## src/rtl/equiv_check_sequencer.sv

```systemverilog
// Golden-vs-netlist equivalence sequencer: reset check, then LFSR vectors compared after a settle delay.
// Optional feature macro: MISMATCH_STOP_EN ends the run at the first mismatch.
module equiv_check_sequencer #(
  parameter int unsigned DATA_W        = 32,
  parameter int unsigned NUM_VECTORS   = 1000,
  parameter int unsigned RESET_CYCLES  = 2,
  parameter int unsigned SETTLE_CYCLES = 2,
  parameter logic [31:0] LFSR_SEED     = 32'hACE12468
) (
  input  logic              clk,
  input  logic              rst,
  input  logic              start,
  output logic              dut_rst,
  output logic [DATA_W-1:0] stim,
  input  logic [DATA_W-1:0] golden_out,
  input  logic [DATA_W-1:0] netlist_out,
  output logic              busy,
  output logic              done,
  output logic              pass,
  output logic [15:0]       mismatch_cnt,
  output logic [15:0]       vec_cnt,
  output logic              err_pulse,
  output logic [15:0]       fail_idx,
  output logic [DATA_W-1:0] fail_golden,
  output logic [DATA_W-1:0] fail_netlist
);

  typedef enum logic [2:0] {
    S_IDLE, S_RST_HOLD, S_RELEASE, S_DRIVE, S_SETTLE, S_DONE
  } state_e;

  localparam logic [31:0] TAPS        = 32'h80200003;
  localparam logic [31:0] SEED        = (LFSR_SEED == 32'd0) ? 32'd1 : LFSR_SEED;
  localparam logic [15:0] HOLD_LAST   = 16'((RESET_CYCLES > 1) ? RESET_CYCLES - 1 : 0);
  localparam logic [15:0] SETTLE_LAST = 16'((SETTLE_CYCLES > 1) ? SETTLE_CYCLES - 1 : 0);
  localparam logic [15:0] NUM_VEC     = 16'(NUM_VECTORS);
`ifdef MISMATCH_STOP_EN
  localparam bit STOP_ON_FAIL = 1'b1;
`else
  localparam bit STOP_ON_FAIL = 1'b0;
`endif

  state_e            state_q;
  logic [15:0]       phase_q;
  logic [31:0]       lfsr_q, lfsr_d;
  logic [DATA_W-1:0] stim_q;
  logic              dut_rst_q, busy_q, done_q, pass_q, err_pulse_q;
  logic [15:0]       mismatch_cnt_q, mismatch_cnt_d;
  logic [15:0]       vec_cnt_q, vec_cnt_d;
  logic [15:0]       fail_idx_q;
  logic [DATA_W-1:0] fail_golden_q, fail_netlist_q;
  logic              cmp_en, miscmp, to_done;
  logic [15:0]       cmp_idx;

  // Compare strobes and next-value arithmetic shared by the FSM below.
  always_comb begin
    // NOTE: every variable gets a default first so no path leaves it unassigned (no latch).
    cmp_en    = 1'b0;
    cmp_idx   = 16'd0;
    vec_cnt_d = vec_cnt_q;
    if (state_q == S_RST_HOLD && phase_q == HOLD_LAST) cmp_en = 1'b1;
    if (state_q == S_SETTLE && phase_q == SETTLE_LAST) begin
      cmp_en    = 1'b1;
      cmp_idx   = vec_cnt_q + 16'd1;
      vec_cnt_d = cmp_idx;
    end
    miscmp         = cmp_en && (golden_out != netlist_out);
    mismatch_cnt_d = (miscmp && mismatch_cnt_q != 16'hFFFF) ? mismatch_cnt_q + 16'd1
                                                             : mismatch_cnt_q;
    to_done = (state_q == S_RST_HOLD && cmp_en && STOP_ON_FAIL && miscmp)
           || (state_q == S_RELEASE && NUM_VEC == 16'd0)
           || (state_q == S_SETTLE && cmp_en
               && ((STOP_ON_FAIL && miscmp) || vec_cnt_d == NUM_VEC));
    lfsr_d = lfsr_q[0] ? ((lfsr_q >> 1) ^ TAPS) : (lfsr_q >> 1);
  end

  always_ff @(posedge clk) begin
    if (!rst) begin
      state_q        <= S_IDLE;
      phase_q        <= 16'd0;
      lfsr_q         <= SEED;
      stim_q         <= '0;
      dut_rst_q      <= 1'b1;
      busy_q         <= 1'b0;
      done_q         <= 1'b0;
      pass_q         <= 1'b0;
      err_pulse_q    <= 1'b0;
      mismatch_cnt_q <= 16'd0;
      vec_cnt_q      <= 16'd0;
      fail_idx_q     <= 16'd0;
      fail_golden_q  <= '0;
      fail_netlist_q <= '0;
    end else begin
      err_pulse_q    <= miscmp;
      mismatch_cnt_q <= mismatch_cnt_d;
      vec_cnt_q      <= vec_cnt_d;
      if (miscmp && mismatch_cnt_q == 16'd0) begin
        fail_idx_q     <= cmp_idx;
        fail_golden_q  <= golden_out;
        fail_netlist_q <= netlist_out;
      end
      unique case (state_q)
        S_IDLE, S_DONE: begin
          if (start) begin
            // NOTE: a later non-blocking assignment to the same register wins, so these clears override the defaults above.
            state_q        <= S_RST_HOLD;
            phase_q        <= 16'd0;
            lfsr_q         <= SEED;
            stim_q         <= '0;
            dut_rst_q      <= 1'b1;
            busy_q         <= 1'b1;
            done_q         <= 1'b0;
            pass_q         <= 1'b0;
            mismatch_cnt_q <= 16'd0;
            vec_cnt_q      <= 16'd0;
            fail_idx_q     <= 16'd0;
            fail_golden_q  <= '0;
            fail_netlist_q <= '0;
          end
        end
        S_RST_HOLD: begin
          phase_q <= cmp_en ? 16'd0 : phase_q + 16'd1;
          if (cmp_en && !to_done) begin
            state_q   <= S_RELEASE;
            dut_rst_q <= 1'b0;
          end
        end
        S_RELEASE: if (!to_done) state_q <= S_DRIVE;
        S_DRIVE: begin
          stim_q  <= lfsr_q[DATA_W-1:0];
          lfsr_q  <= lfsr_d;
          phase_q <= 16'd0;
          state_q <= S_SETTLE;
        end
        S_SETTLE: begin
          phase_q <= phase_q + 16'd1;
          if (cmp_en && !to_done) state_q <= S_DRIVE;
        end
        default: state_q <= S_IDLE;
      endcase
      if (to_done) begin
        state_q   <= S_DONE;
        busy_q    <= 1'b0;
        done_q    <= 1'b1;
        pass_q    <= (mismatch_cnt_d == 16'd0);
        dut_rst_q <= 1'b0;
      end
    end
  end

  assign dut_rst      = dut_rst_q;
  assign stim         = stim_q;
  assign busy         = busy_q;
  assign done         = done_q;
  assign pass         = pass_q;
  assign mismatch_cnt = mismatch_cnt_q;
  assign vec_cnt      = vec_cnt_q;
  assign err_pulse    = err_pulse_q;
  assign fail_idx     = fail_idx_q;
  assign fail_golden  = fail_golden_q;
  assign fail_netlist = fail_netlist_q;

endmodule

```

## config.mk

```make
export PLATFORM = sky130hd
export DESIGN_NAME = equiv_check_sequencer
export DESIGN_NICKNAME = d
export VERILOG_FILES = /design/src/rtl/equiv_check_sequencer.sv
export SDC_FILE = /design/constraint.sdc
export NUM_CORES = 1
export LEC_CHECK = 0
export ABC_AREA = 1
export CELL_PAD_IN_SITES_DETAIL_PLACEMENT = 0
export CELL_PAD_IN_SITES_GLOBAL_PLACEMENT = 1
export CORE_MARGIN = 2
export CORE_UTILIZATION = 37
export CTS_CLUSTER_DIAMETER = 60
export CTS_CLUSTER_SIZE = 40
export DETAILED_ROUTE_END_ITERATION = 7
export HOLD_SLACK_MARGIN = 0.03
export PLACE_DENSITY = 0.95
export SLEW_MARGIN = 30
export SYNTH_ARGS = -nofsm -noshare
export SYNTH_HDL_FRONTEND = slang
export SYNTH_SLANG_ARGS = --single-unit
```

## constraint.sdc

```tcl
create_clock -name clk -period 5.7 [get_ports clk]
set_input_delay 1.14 -clock clk [delete_from_list [all_inputs] [get_ports clk]]
set_output_delay 1.14 -clock clk [all_outputs]
set_load 0.1 [all_outputs]
```

Word-level counts from Yosys, hierarchy flattened --
Index checks and enable logic that the tools add are counted.
Storage, ports and cells: bits in registers 200, latch bits 0, RAM bits 0, memory bits (read-only) 0, input bits 67, output and inout bits 149, memories 0
Cells by class: add/subtract/negate cells 3, multiply operators 0, div/mod/pow operators 0, $lt $le $gt $ge 0, equal/unequal tests 15, shift operators 0, muxes and demuxes 39, bitwise operators 2, reduce and logical (&&, ||, !) cells 26
Operators with widths (count):
- 32-bit 2-to-1 mux | 9
- 16-bit 2-to-1 mux | 12
- 32-bit case mux with 2 select lines | 2
- 16-bit case mux with 4 select lines | 1
- 16-bit by 1-bit adder with 16-bit output (second input constant) | 3
- 16-bit zero test | 2
- 32-bit != test | 1
- 16-bit by 1-bit equality test with 1-bit output (second input constant) | 1
- 16-bit by 10-bit equality test with 1-bit output (second input constant) | 1
- 16-bit != test (second input constant) | 1
- 3-bit case mux with 5 select lines | 1
- 3-bit 2-to-1 mux | 4
- 1-bit 2-to-1 mux | 9
- 3-bit AND reduction | 3
- 1-bit logical AND | 8
- 2-bit AND reduction | 4
- 3-bit by 2-bit equality test with 1-bit output (second input constant) | 2
- 3-bit equality test (second input constant) | 2
- 3-bit by 2-bit != test with 1-bit output (second input constant) | 2
- 2-bit nonzero test | 3
- 2-bit by 1-bit != test with 1-bit output (second input constant) | 2
- 3-bit inverter with 4-bit output | 1
- 4-bit nonzero test | 1
- 2-bit OR reduction | 2
- 8 further kinds | 8

Logic depth before layout (Yosys ltp) --
Gate-level depths: netlist (run 1).
depth after elaboration 11, depth in mapped cells 19, mapped depth without buffers 18

Least setup slack after synthesis (run 1) --
No wires, ideal clock.
path type flip-flop to flip-flop, start point register mismatch_cnt_q[0], in the netlist mismatch_cnt[0], end point register pass_q, in the netlist pass, data arrival time 2.676 ns, setup slack 2.908 ns, stages on the path, launching flop included 15, path buffers 1, path through dfxtp_1 ha_1 nand2_1 nor3_4 nand3_2 nand3b_4 nand3_2 buf_4 nand2_1 o21ai_0 inv_1 nand3_1 nor2_1 nand3_1 nand2_1
On the way: word-level cells in the longest chain between the ends 5, elaborated cells between the ends (all ways) 6, classes of those cells add/sub: 1; eq/ne: 1; mux: 2; reduce/logical: 2
RTL lines:
- from (decl) | RTL line 48 | logic [15:0] mismatch_cnt_q, mismatch_cnt_d;
- from (signal assigned) | RTL line 95 | mismatch_cnt_q <= mismatch_cnt_d;
- branches (longest 2 deep; another with 16-bit by 1-bit adder with 16-bit output)
- 16-bit 2-to-1 mux * | RTL line 68 | mismatch_cnt_d = (miscmp && mismatch_cnt_q != 16'hFFFF) ? mismatch_cnt_q + 16'd1
- 16-bit zero test * | RTL line 145 | pass_q <= (mismatch_cnt_d == 16'd0);
- 1-bit 2-to-1 mux * | RTL line 141 | if (to_done) begin
- to (signal assigned) | RTL line 145
- to (decl) | RTL line 47 | logic dut_rst_q, busy_q, done_q, pass_q, err_pulse_q;
Every way passes the cells marked *. A chain may end at the register's enable or synchronous reset.

Worst setup path in the final report (run 1) --
start point input golden_out[5], end point register fail_netlist_q[10], in the netlist fail_netlist[10]
On the way: word-level cells in the longest chain between the ends 6
RTL lines:
- from (decl) | RTL line 15 | input logic [DATA_W-1:0] golden_out,
- 32-bit != test * | RTL line 67 | miscmp = cmp_en && (golden_out != netlist_out);
- 1-bit logical AND * | RTL line 67
- 1-bit logical AND * | RTL line 97 | if (miscmp && mismatch_cnt_q == 16'd0) begin
- 32-bit 2-to-1 mux * | RTL line 97
- 32-bit 2-to-1 mux | RTL line 104 | if (start) begin
- 32-bit 2-to-1 mux * | RTL line 102 | unique case (state_q)
- to (signal assigned) | RTL line 100 | fail_netlist_q <= netlist_out;
- to (decl) | RTL line 51 | logic [DATA_W-1:0] fail_golden_q, fail_netlist_q;
Every way passes the cells marked *; elsewhere a longest branch is shown, timed or not.

==> results of run 1 <==
-- metal layers --
metal,GRT usage,up-vias,part of all wire
li1,-,4204,-
met1,0.264,3677,0.47
met2,0.316,214,0.47
met3,0.0361,34,0.047
met4,0.0629,0,0.022
met5,0,-,0
-- final cells by class --
type / instances / area, um^2 / share of cell area
inverter: 156 / 587 / 0.0519
clock buffer: 18 / 439 / 0.0388
sequential: 183 / 3660 / 0.324
timing repair buffer: 221 / 2170 / 0.192
tap: 285 / 357 / 0.0315
clock inverter: 14 / 176 / 0.0156
multi-input combinational: 804 / 3920 / 0.347
-- per-stage QoR --
stage,cells,worst slack [ps]
after floorplan,1207,2910
after global placement,1649,1810
after detailed placement,1649,1720
after CTS,1681,2190
after global routing,1681,1870
final,1681,2200
-- logic make-up (layout without fill, tap and decap cells) --
logic type               count (synthesis)  after routing  share of synthesized area
AO/OA/AOI/OAI                          255            255                      0.154
flip-flops                             183            183                      0.430
adder cells (fa/ha/maj)                  6              6                    0.00881
XOR/XNOR                                37             37                     0.0380
buffers and inverters                  220            409                      0.112
AND/OR/NAND/NOR                        506            506                      0.257
-- sequential cells by signal, summed over array words and instances, names as in the netlist --
register	count
vec_cnt	16
fail_idx	16
busy	1
fail_netlist	32
dut_rst	1
mismatch_cnt	16
err_pulse	1
pass	1
done	1
phase_q	16
stim	15
lfsr_q	32
fail_golden	32
state_q	3
-- power breakdown --
group / internal [mW] / total [mW] / switching, mW / leakage, nW
Combinational: 0.341 / 1.51 / 1.17 / 2.83
Sequential: 1.40 / 1.48 / 0.0789 / 1.48
Clock: 0.645 / 1.22 / 0.579 / 0.302
Total: 2.39 / 4.22 / 1.83 / 4.61
-- worst max-delay path by stage --
stage,startpoint,end,slack (ps),depth (start not counted)
finish,golden_out[5],fail_netlist[10],2200,14
global route,golden_out[5],fail_golden[31],1870,14
CTS,golden_out[5],fail_netlist[10],2190,14
detailed placement,golden_out[5],fail_netlist[10],1720,14
global placement,netlist_out[31],fail_golden[20],1810,12
floorplan,mismatch_cnt[0],pass,2910,14
-- tightest hold or removal path: cells and delay by family (launching register included) --
| kind | cells | cell delay [ps] |
|---|---|---|
| DFF | 1 | 310 |
| and+or+nand+nor | 1 | 60 |
| AOI/OAI and AO/OA | 1 | 50 |
-- cells in the final DEF (no fill, tap or decap), types with 6 or more instances in the layout --
| cell | instances |
|---|---|
| clkbuf_16 | 17 |
| nor3_1 | 10 |
| o21ai_0 | 47 |
| ha_1 | 6 |
| nand4_1 | 23 |
| nor2_2 | 9 |
| xor2_1 | 14 |
| inv_1 | 145 |
| dfxtp_1 | 183 |
| o21ai_1 | 67 |
| nand2_1 | 285 |
| buf_2 | 6 |
| a21oi_1 | 133 |
| xnor2_1 | 23 |
| inv_2 | 10 |
| buf_4 | 6 |
| nand3_1 | 47 |
| clkdlybuf4s50_1 | 209 |
| nor2_1 | 108 |
==> summary.md, run 1 <==
| Metric | Value |
|---|---|
| Outcome | `finished clean` |
| Slowest stage delay, CP | `710 ps` |
| Share of cells above drive strength 1 | `0.0609` |
| Syn. warnings | `0` |
| Worst-Skew Late Latency | `~440 ps` |
| LEAKAGE | `roughly 4.6 nW` |
| Number of synthesized flops with an enable pin | `0` |
| Top-area cell type share of the netlist area | `0.430` |
| Post-route cell area | `0.0113 mm^2` |
| Clock Skew | `23.2 ps` |
| Reg2reg start | `phase_q[1]` |
| Top Ports | `roughly 220` |
| Vias per inst | `roughly 4.8` |
| Synth Cell Area | `0.00852 mm^2` |
| Reg2reg path depth | `11` |
| CTS clk-pin slew, worst paths | `80 ps` |
| Gr ovfl total | `0` |
| Die area | `between 0.02 and 0.025 mm^2` |
| TritonCTS clock tree | `built` |
| DR iter-0 viols | `634` |
| Min-delay src | `stim[2]` |
| Clock Sinks | `183` |
| Chip height | `about 160 um` |
| Post-DP Area | `0.0107 mm^2` |
| I/O Buffers | `215` |
| WL final | `23800 um` |
| Pre-antenna DRT Iters | `5` |
| Fin Hold WS | `463 ps` |
| Layout Area Growth over Synthesis | `32.8%` |
| Critical-path maximum fanout | `slightly below 90` |
| Most frequent cell after synthesis | `nand2_1` |
| RSZ-0062 raised after global routing | `false` |
| CTS root buffer | `clkbuf_16` |
| Final Hold Viols | `0` |
| Worst Hold Depth | `2` |
| Post-synth top area cell | `dfxtp_1` |
| Fill count | `2185` |
| Initial antenna violation count | `0` |
| Final period util | `0.615` |
| Min Tclk post-route | `3500 ps` |
| Cts hold-fix bufs | `0` |
| FP Rows | `55` |
| Post-CTS Setup Repair Bufs | `0` |
| Pwr Total | `4.22 mW` |
| Fmax achieved | `~0.29 GHz` |
| Worst EP arrival | `3870 ps` |
| Top post-synthesis cells by count | `285 x nand2_1, 183 x dfxtp_1, 146 x inv_1` |
| Power Dens Cells | `between 300 and 400 mW/mm^2` |
| Nets | `1456` |
| Max-cap viol count | `0` |
| Worst-margin pin slew | `1040 ps` |
| Final ANT Viol Nets | `0` |
| CP startpoint kind | `input pin` |
| Buf/Inv on CP | `3` |
| Unique masters post-synth | `37` |
| Number of remaining DRC errors | `0` |
| Sequential area share after synthesis | `0.430` |
| TritonCTS Buffers | `17` |
| Crit end category | `register` |
| Longest Clk Path Bufs | `2` |
| Synthesized area per cell | `7.06 um^2` |
| Largest delay share family, worst path | `buffers and inverters` |
| Vias in the first global route | `7601` |
| Ranking of synthesized cells by area | `dfxtp_1 43%, nand2_1 13%, a21oi_1 7.8%, inv_1 6.4%, nor2_1 4.9%` |
| CP Data Required Time | `6070 ps` |
| Hold Path Sink | `stim[2]` |
| Slowest CP cell | `buf_4` |
| Fin Setup TNS | `0 ps` |
| Core footprint | `0.0226 mm^2` |
| Final Max Tran Viols | `0` |
| CP Cell Sequence | `clkdlybuf4s50_1 -> inv_1 -> nand2_1 -> nand2_1 -> nand2_1 -> nor2_1 -> nand2_1 -> nor2_1 -> nand2_1 -> nand2_1 -> nor4_4 -> buf_4 -> o21ai_0 -> a21oi_1` |
| Pin count of the biggest net entering global routing | `94` |
| Synthesized net count | `1280` |
| Vias | `8129` |
| H-tree levels | `4` |
| Global Route Usage Sum | `0.195` |
| Kind of critical path | `in2reg` |
| Cells after Synth | `1207` |
| R2R setup slack | `approximately 3000 ps` |
| DP HPWL | `17600 um` |
| Top FF cell, synth | `dfxtp_1` |
| Worst slew margin relative to its limit | `0.307` |
| Worst vdd ir | `~0.0002 V` |
| Initial Util | `0.376` |
| Synth Register Bits | `183` |
| Post-DR wirelength/cell | `14.1 um` |
| Async SR Flop Fraction | `0` |
| Final core occ | `0.500` |
| Global-route wire length before repair | `38400 um` |
| Antenna cells | `0` |
| Die X | `roughly 160 um` |
| Reg-to-Reg End | `fail_netlist[10]` |
| # resized after CTS | `0` |
| Routability cong. | `0.958` |
| Crit path top cell by count | `nand2_1` |
| Setup violators final | `0` |
| Min-delay worst type | `reg2reg` |
(Power assumes the default switching activity.)
==> run 2, diff against run 1 <==
--- a/config.mk
+++ b/config.mk
@@ -9,12 +9,12 @@
 export CELL_PAD_IN_SITES_DETAIL_PLACEMENT = 0
 export CELL_PAD_IN_SITES_GLOBAL_PLACEMENT = 1
 export CORE_MARGIN = 2
-export CORE_UTILIZATION = 37
+export CORE_UTILIZATION = 35
 export CTS_CLUSTER_DIAMETER = 60
 export CTS_CLUSTER_SIZE = 40
 export DETAILED_ROUTE_END_ITERATION = 7
 export HOLD_SLACK_MARGIN = 0.03
-export PLACE_DENSITY = 0.95
+export PLACE_DENSITY = 0.93
 export SLEW_MARGIN = 30
 export SYNTH_ARGS = -nofsm -noshare
 export SYNTH_HDL_FRONTEND = slang
==> constraint.sdc (replaced) <==
create_clock -name clk -period 3.23 [get_ports clk]
set_input_delay 0.646 -clock clk [delete_from_list [all_inputs] [get_ports clk]]
set_output_delay 0.646 -clock clk [all_outputs]
set_load 0.1 [all_outputs]
==> summary.md, run 2 (synthesized netlist as in run 1, its figures left out) <==
| Metric | Value |
|---|---|
| Gr ovfl total | `0 (unchanged)` |
| Vias | `8175 (+0.57%)` |
| Final period util | `0.822` |
| CP startpoint kind | `input pin` |
| Top Ports | `216 (unchanged)` |
| Vias in the first global route | `7606 (+0.066%)` |
| Crit end category | `register` |
| Core footprint | `0.0241 mm^2 (+6.5%)` |
| Min-delay worst type | `reg2reg` |
| Min-delay src | `stim[4]` |
| Worst-margin pin slew | `844 ps (-192 ps)` |
| Buf/Inv on CP | `1 (-2)` |
| Slowest stage delay, CP | `510 ps (-200 ps)` |
| TritonCTS Buffers | `17 (unchanged)` |
| CP Cell Sequence | `clkdlybuf4s50_1 -> xnor2_1 -> nand2_1 -> nor2_1 -> nand2_1 -> nor2_1 -> nand2_1 -> nand3_2 -> o21ai_0 -> nor2_1 -> nand2_1 -> nor2_1 -> nand3_1 -> nand2_1` |
| Worst EP arrival | `3040 ps (-830 ps)` |
| Die area | `0.0256 mm^2 (+5.6%)` |
| Cts hold-fix bufs | `0 (unchanged)` |
| Fmax achieved | `0.377 GHz` |
| Nets | `1462 (+0.41%)` |
| Layout Area Growth over Synthesis | `30.2%` |
| Critical-path maximum fanout | `22 (-75%)` |
| Hold Path Sink | `stim[4]` |
| Post-DR wirelength/cell | `14.1 um (-0.47%)` |
| WL final | `24300 um (+2.2%)` |
| Final Hold Viols | `0 (unchanged)` |
| Clock Sinks | `183 (unchanged)` |
| Seq. cell area | `0.00366 mm^2 (unchanged)` |
| CTS root buffer | `clkbuf_16` |
| CTS clk-pin slew, worst paths | `70 ps (about the same)` |
| Final core occ | `0.460 (-0.0394)` |
| PnR worst setup slack | `575 ps (-1620 ps)` |
| Min Tclk post-route | `2660 ps` |
| H-tree levels | `4 (unchanged)` |
| Kind of critical path | `in2reg` |
| Max-cap viol count | `0 (unchanged)` |
| Initial antenna violation count | `0 (unchanged)` |
| Final Max Tran Viols | `0 (unchanged)` |
| Pin count of the biggest net entering global routing | `97 (+3.2%)` |
| Longest Clk Path Bufs | `2 (unchanged)` |
| Slowest CP cell | `clkdlybuf4s50_1` |
| LEAKAGE | `4.93 nW (+6.9%)` |
| RSZ-0062 raised after global routing | `false` |
| Reg2reg start | `phase_q[1]` |
| Worst slew margin relative to its limit | `0.437 (+0.129)` |
| Routability cong. | `0.868 (-9.3%)` |
| Multi-input gate area | `0.00393 mm^2 (+0.22%)` |
| Pre-antenna DRT Iters | `5 (unchanged)` |
| Initial Util | `0.353 (-0.0229)` |
| Crit path top cell by count | `nand2_1` |
| Global-route wire length before repair | `39400 um (+2.5%)` |
| Fin Hold WS | `461 ps (-2.52 ps)` |
| Final ANT Viol Nets | `0 (unchanged)` |
| DP HPWL | `18000 um (+2.0%)` |
| TritonCTS clock tree | `built` |
| Worst Hold Depth | `2 (unchanged)` |
| CP Data Required Time | `3610 ps (-2460 ps)` |
| Share of cells above drive strength 1 | `0.165 (+0.105)` |
| Fill count | `2502 (+15%)` |
| Chip height | `160 um (+2.7%)` |
| Outcome | `finished clean` |
| R2R setup slack | `650 ps (-2360 ps)` |
| Reg2reg path depth | `19 (+8)` |
| Worst slack, placed | `140 ps (-1580 ps)` |
| FP Rows | `57 (+3.6%)` |
| DR iter-0 viols | `532 (-16%)` |
| Worst vdd ir | `0.000324 V (+63%)` |
| Fin Setup TNS | `0 ps (unchanged)` |
| Most frequent cells in the layout | `285 x nand2_1, 183 x dfxtp_1, 159 x buf_4, 146 x inv_1, 133 x a21oi_1` |
| Reg-to-Reg End | `pass` |
| Number of remaining DRC errors | `0 (unchanged)` |
| Global Route Usage Sum | `0.189 (-0.00622)` |
| Power Dens Cells | `670 mW/mm^2 (+80%)` |
| Largest delay share family, worst path | `simple AND/OR/NAND/NOR gates` |
| Die X | `160 um (+2.7%)` |
| WP depth | `14 (unchanged)` |
| Commonest non-fill, non-tap cell in the layout | `nand2_1` |
| Clock Skew | `12.9 ps (-10.2 ps)` |
| Worst-Skew Late Latency | `430 ps (about the same)` |
| Vias per inst | `4.74 (-2.1%)` |
| Antenna cells | `0 (unchanged)` |
| I/O Buffers | `215 (unchanged)` |
| Setup violators final | `0 (unchanged)` |
| Post-CTS Setup Repair Bufs | `0 (unchanged)` |
| # resized after CTS | `0 (unchanged)` |
| Pwr Total | `7.43 mW (+76%)` |
[run 2: per-layer routing]
layer  global-route usage  wire length (um)
met5                    0                 0
met4               0.0463               289
met3               0.0377              1080
met2                0.312             11600
met1                0.255             11300
[run 2: report_power, final]
part | switching [mW] | internal, mW
Combinational | 2.08 | 0.574
Sequential | 0.143 | 2.47
Clock | 1.04 | 1.12
[run 2: area by class of cell]
cell class / count / share of cell area
inverter: 156 / 0.0529
clock inverter: 14 / 0.0166
sequential: 183 / 0.330
tap: 324 / 0.0365
clock buffer: 18 / 0.0387
timing repair buffer: 227 / 0.171
multi-input combinational: 804 / 0.354
[run 2: metrics by stage]
| stage | area [um^2] | std cells |
|---|---|---|
| global placement | 10500 | 1694 |
| floorplan | 8520 | 1207 |
| CTS | 11100 | 1726 |
| global route | 11100 | 1726 |
| finish | 11100 | 1726 |
| detailed placement | 10500 | 1694 |
[run 2: worst register-to-register path: stages, from the launching register on]
cell,delay (ps)
dfxtp_1,330
inv_1,90
ha_1,230
nand2_1,90
nor2_2,240
nand2_4,100
nor2_4,190
buf_4,210
nand2_4,60
nand2_2,50
nand2_1,60
nor2_2,80
nand2_1,80
nor2_2,90
nand2_2,130
nor2_1,120
nand2_1,50
nor2_1,180
nand3_1,100
nand2_1,60
[run 2: how the worst max path moves through the flow]
stage | from | endpoint | slack, ps
global placement | netlist_out[4] | pass | 120
detailed placement | netlist_out[4] | pass | 140
global route | netlist_out[4] | pass | 290
CTS | netlist_out[4] | pass | 580
floorplan | mismatch_cnt[0] | pass | 440
finish | netlist_out[4] | pass | 570
==> run 3, diff against run 2 <==
--- a/config.mk
+++ b/config.mk
@@ -9,12 +9,12 @@
 export CELL_PAD_IN_SITES_DETAIL_PLACEMENT = 0
 export CELL_PAD_IN_SITES_GLOBAL_PLACEMENT = 1
 export CORE_MARGIN = 2
-export CORE_UTILIZATION = 35
+export CORE_UTILIZATION = 31
 export CTS_CLUSTER_DIAMETER = 60
 export CTS_CLUSTER_SIZE = 40
 export DETAILED_ROUTE_END_ITERATION = 7
 export HOLD_SLACK_MARGIN = 0.03
-export PLACE_DENSITY = 0.93
+export PLACE_DENSITY = 0.88
 export SLEW_MARGIN = 30
 export SYNTH_ARGS = -nofsm -noshare
 export SYNTH_HDL_FRONTEND = slang
==> constraint.sdc (replaced) <==
create_clock -name clk -period 2.2 [get_ports clk]
set_input_delay 0.44 -clock clk [delete_from_list [all_inputs] [get_ports clk]]
set_output_delay 0.44 -clock clk [all_outputs]
set_load 0.1 [all_outputs]
==> summary.md, run 3 (synthesized netlist as in run 1, its figures left out) <==
| Metric | Value |
|---|---|
| CP Cell Sequence | `inv_2 -> ha_4 -> nand2_4 -> nor2_4 -> nand2_4 -> nor2_4 -> buf_6 -> nand2_4 -> nand2_4 -> nand2_2 -> nor2_2 -> nand2_1 -> nor2_2 -> nand2_2 -> nor2_1 -> nand2_1 -> nor2_2 -> nand3_1 -> nand2_1` |
| Chip height | `170 um (+6.1%)` |
| Vias in the first global route | `8190 (+7.7%)` |
| Longest Clk Path Bufs | `2 (unchanged)` |
| Nets | `1590 (+8.8%)` |
| LEAKAGE | `5.68 nW (+15%)` |
| CTS clk-pin slew, worst paths | `70 ps (about the same)` |
| Layout Area Growth over Synthesis | `46.2%` |
| Most frequent cells in the layout | `275 x nand2_1, 272 x buf_4, 151 x dfxtp_1, 145 x inv_1, 129 x a21oi_1` |
| Worst vdd ir | `0.000572 V (+76%)` |
| CP startpoint kind | `register` |
| H-tree levels | `4 (unchanged)` |
| Gr ovfl total | `0 (unchanged)` |
| Commonest non-fill, non-tap cell in the layout | `nand2_1` |
| I/O Buffers | `215 (unchanged)` |
| Final ANT Viol Nets | `0 (unchanged)` |
| Post-DR wirelength/cell | `14.1 um (about the same)` |
| Share of cells above drive strength 1 | `0.278 (+0.113)` |
| Die X | `170 um (+6.1%)` |
| Min-delay worst type | `in2reg` |
| Vias | `8680 (+6.2%)` |
| Worst-Skew Late Latency | `430 ps (about the same)` |
| Fin Setup TNS | `-17.7 ps (-17.7 ps)` |
| Pwr Total | `11.3 mW (+52%)` |
| WL final | `26300 um (+8.3%)` |
| Buf/Inv on CP | `2 (+1)` |
| Cts hold-fix bufs | `0 (unchanged)` |
| Top Ports | `216 (unchanged)` |
| Final core occ | `0.462 (+0.00192)` |
| DP HPWL | `19500 um (+8.9%)` |
| RSZ-0062 raised after global routing | `true` |
| Failing checks | `setup timing` |
| Core footprint | `0.0270 mm^2 (+12%)` |
| Pin count of the biggest net entering global routing | `51 (-47%)` |
| Power Dens Cells | `907 mW/mm^2 (+35%)` |
| Final Hold Viols | `0 (unchanged)` |
| Global Route Usage Sum | `0.176 (-0.0127)` |
| Pre-antenna DRT Iters | `5 (unchanged)` |
| CP Data Required Time | `2570 ps (-1040 ps)` |
| Crit end category | `register` |
| Setup violators final | `1 (+1)` |
| Die area | `0.0288 mm^2 (+13%)` |
| TritonCTS Buffers | `17 (unchanged)` |
| Max-cap viol count | `0 (unchanged)` |
| FP Rows | `60 (+5.3%)` |
| Worst slew margin relative to its limit | `0.710 (+0.273)` |
| Clock Skew | `14.0 ps (+1.14 ps)` |
| Final period util | `1.01` |
| Antenna cells | `0 (unchanged)` |
| Final Max Tran Viols | `0 (unchanged)` |
| Slowest CP cell | `dfxtp_2` |
| Fin Hold WS | `419 ps (-42.2 ps)` |
| Clock Sinks | `183 (unchanged)` |
| Outcome | `complete, but fails checks` |
| Initial antenna violation count | `0 (unchanged)` |
| Min Tclk post-route | `2220 ps` |
| Global-route wire length before repair | `41300 um (+4.7%)` |
| Kind of critical path | `reg2reg` |
| Routability cong. | `0.916 (+5.6%)` |
| Crit path top cell by count | `nand2_4` |
| Number of remaining DRC errors | `0 (unchanged)` |
| DR iter-0 viols | `500 (-6.0%)` |
| Largest delay share family, worst path | `simple AND/OR/NAND/NOR gates` |
| Worst-margin pin slew | `435 ps (-410 ps)` |
| Critical-path maximum fanout | `6 (-73%)` |
| Fmax achieved | `0.451 GHz` |
| TritonCTS clock tree | `built` |
| PnR worst setup slack | `-17.7 ps (-592 ps)` |
| Worst EP arrival | `2590 ps (-450 ps)` |
| Initial Util | `0.316 (-0.0373)` |
| Vias per inst | `4.64 (-2.1%)` |
| Slowest stage delay, CP | `330 ps (-180 ps)` |
| CTS root buffer | `clkbuf_16` |
run 3: stage by stage:
stage / std cells / worst slack, ps / area, um^2
finish: 1871 / -17.7 / 12500
global route: 1871 / -215 / 12500
floorplan: 1207 / 5.86 / 8570
global placement: 1828 / -605 / 11500
CTS: 1862 / -42.7 / 12100
detailed placement: 1828 / -627 / 11500
run 3: what timing repair did:
action	CTS	global route
pin swaps	6	17
buffers inserted	2	5
setup endpoints to repair	55	95
resized for setup	17	45
gates cloned	0	4
run 3: power by group:
group	internal [mW]	switching [mW]	total (mW)
registers	3.63	0.206	3.84
logic	1.26	3.20	4.46
clock network	1.53	1.46	2.99
total	6.42	4.87	11.3
run 3: worst min-delay path: cells and delay by family:
kind	cells	cell delay, ps
AO/OA/AOI/OAI	1	50
buffers and inverters	3	310
run 3: path summary, 6_finish.rpt:
| path | from | end | slack, ps | depth (start not counted) |
|---|---|---|---|---|
| setup / recovery | phase_q[1] | pass | -20 | 19 |
| hold / removal | golden_out[14] | fail_golden[14] | 420 | 4 |
| setup reg to reg | phase_q[1] | pass | -20 | 19 |
| hold reg to reg | lfsr_q[1] | lfsr_q[1] | 460 | 2 |
run 3: final cells by class:
class	count	area, um^2
Multi-Input combinational cell	804	4110
Tap cell	341	427
Timing Repair Buffer	355	3050
Fill cell	2672	14500
Clock buffer	18	439
Sequential cell	183	3720
Inverter	156	587
Clock inverter	14	125
run 3: per-layer routing:
layer,global-route usage,up-vias,wire [um]
met5,0,-,0
met1,0.236,3970,12300
li1,-,4477,-
met2,0.285,192,12300
met3,0.0313,41,1100
met4,0.0643,0,633
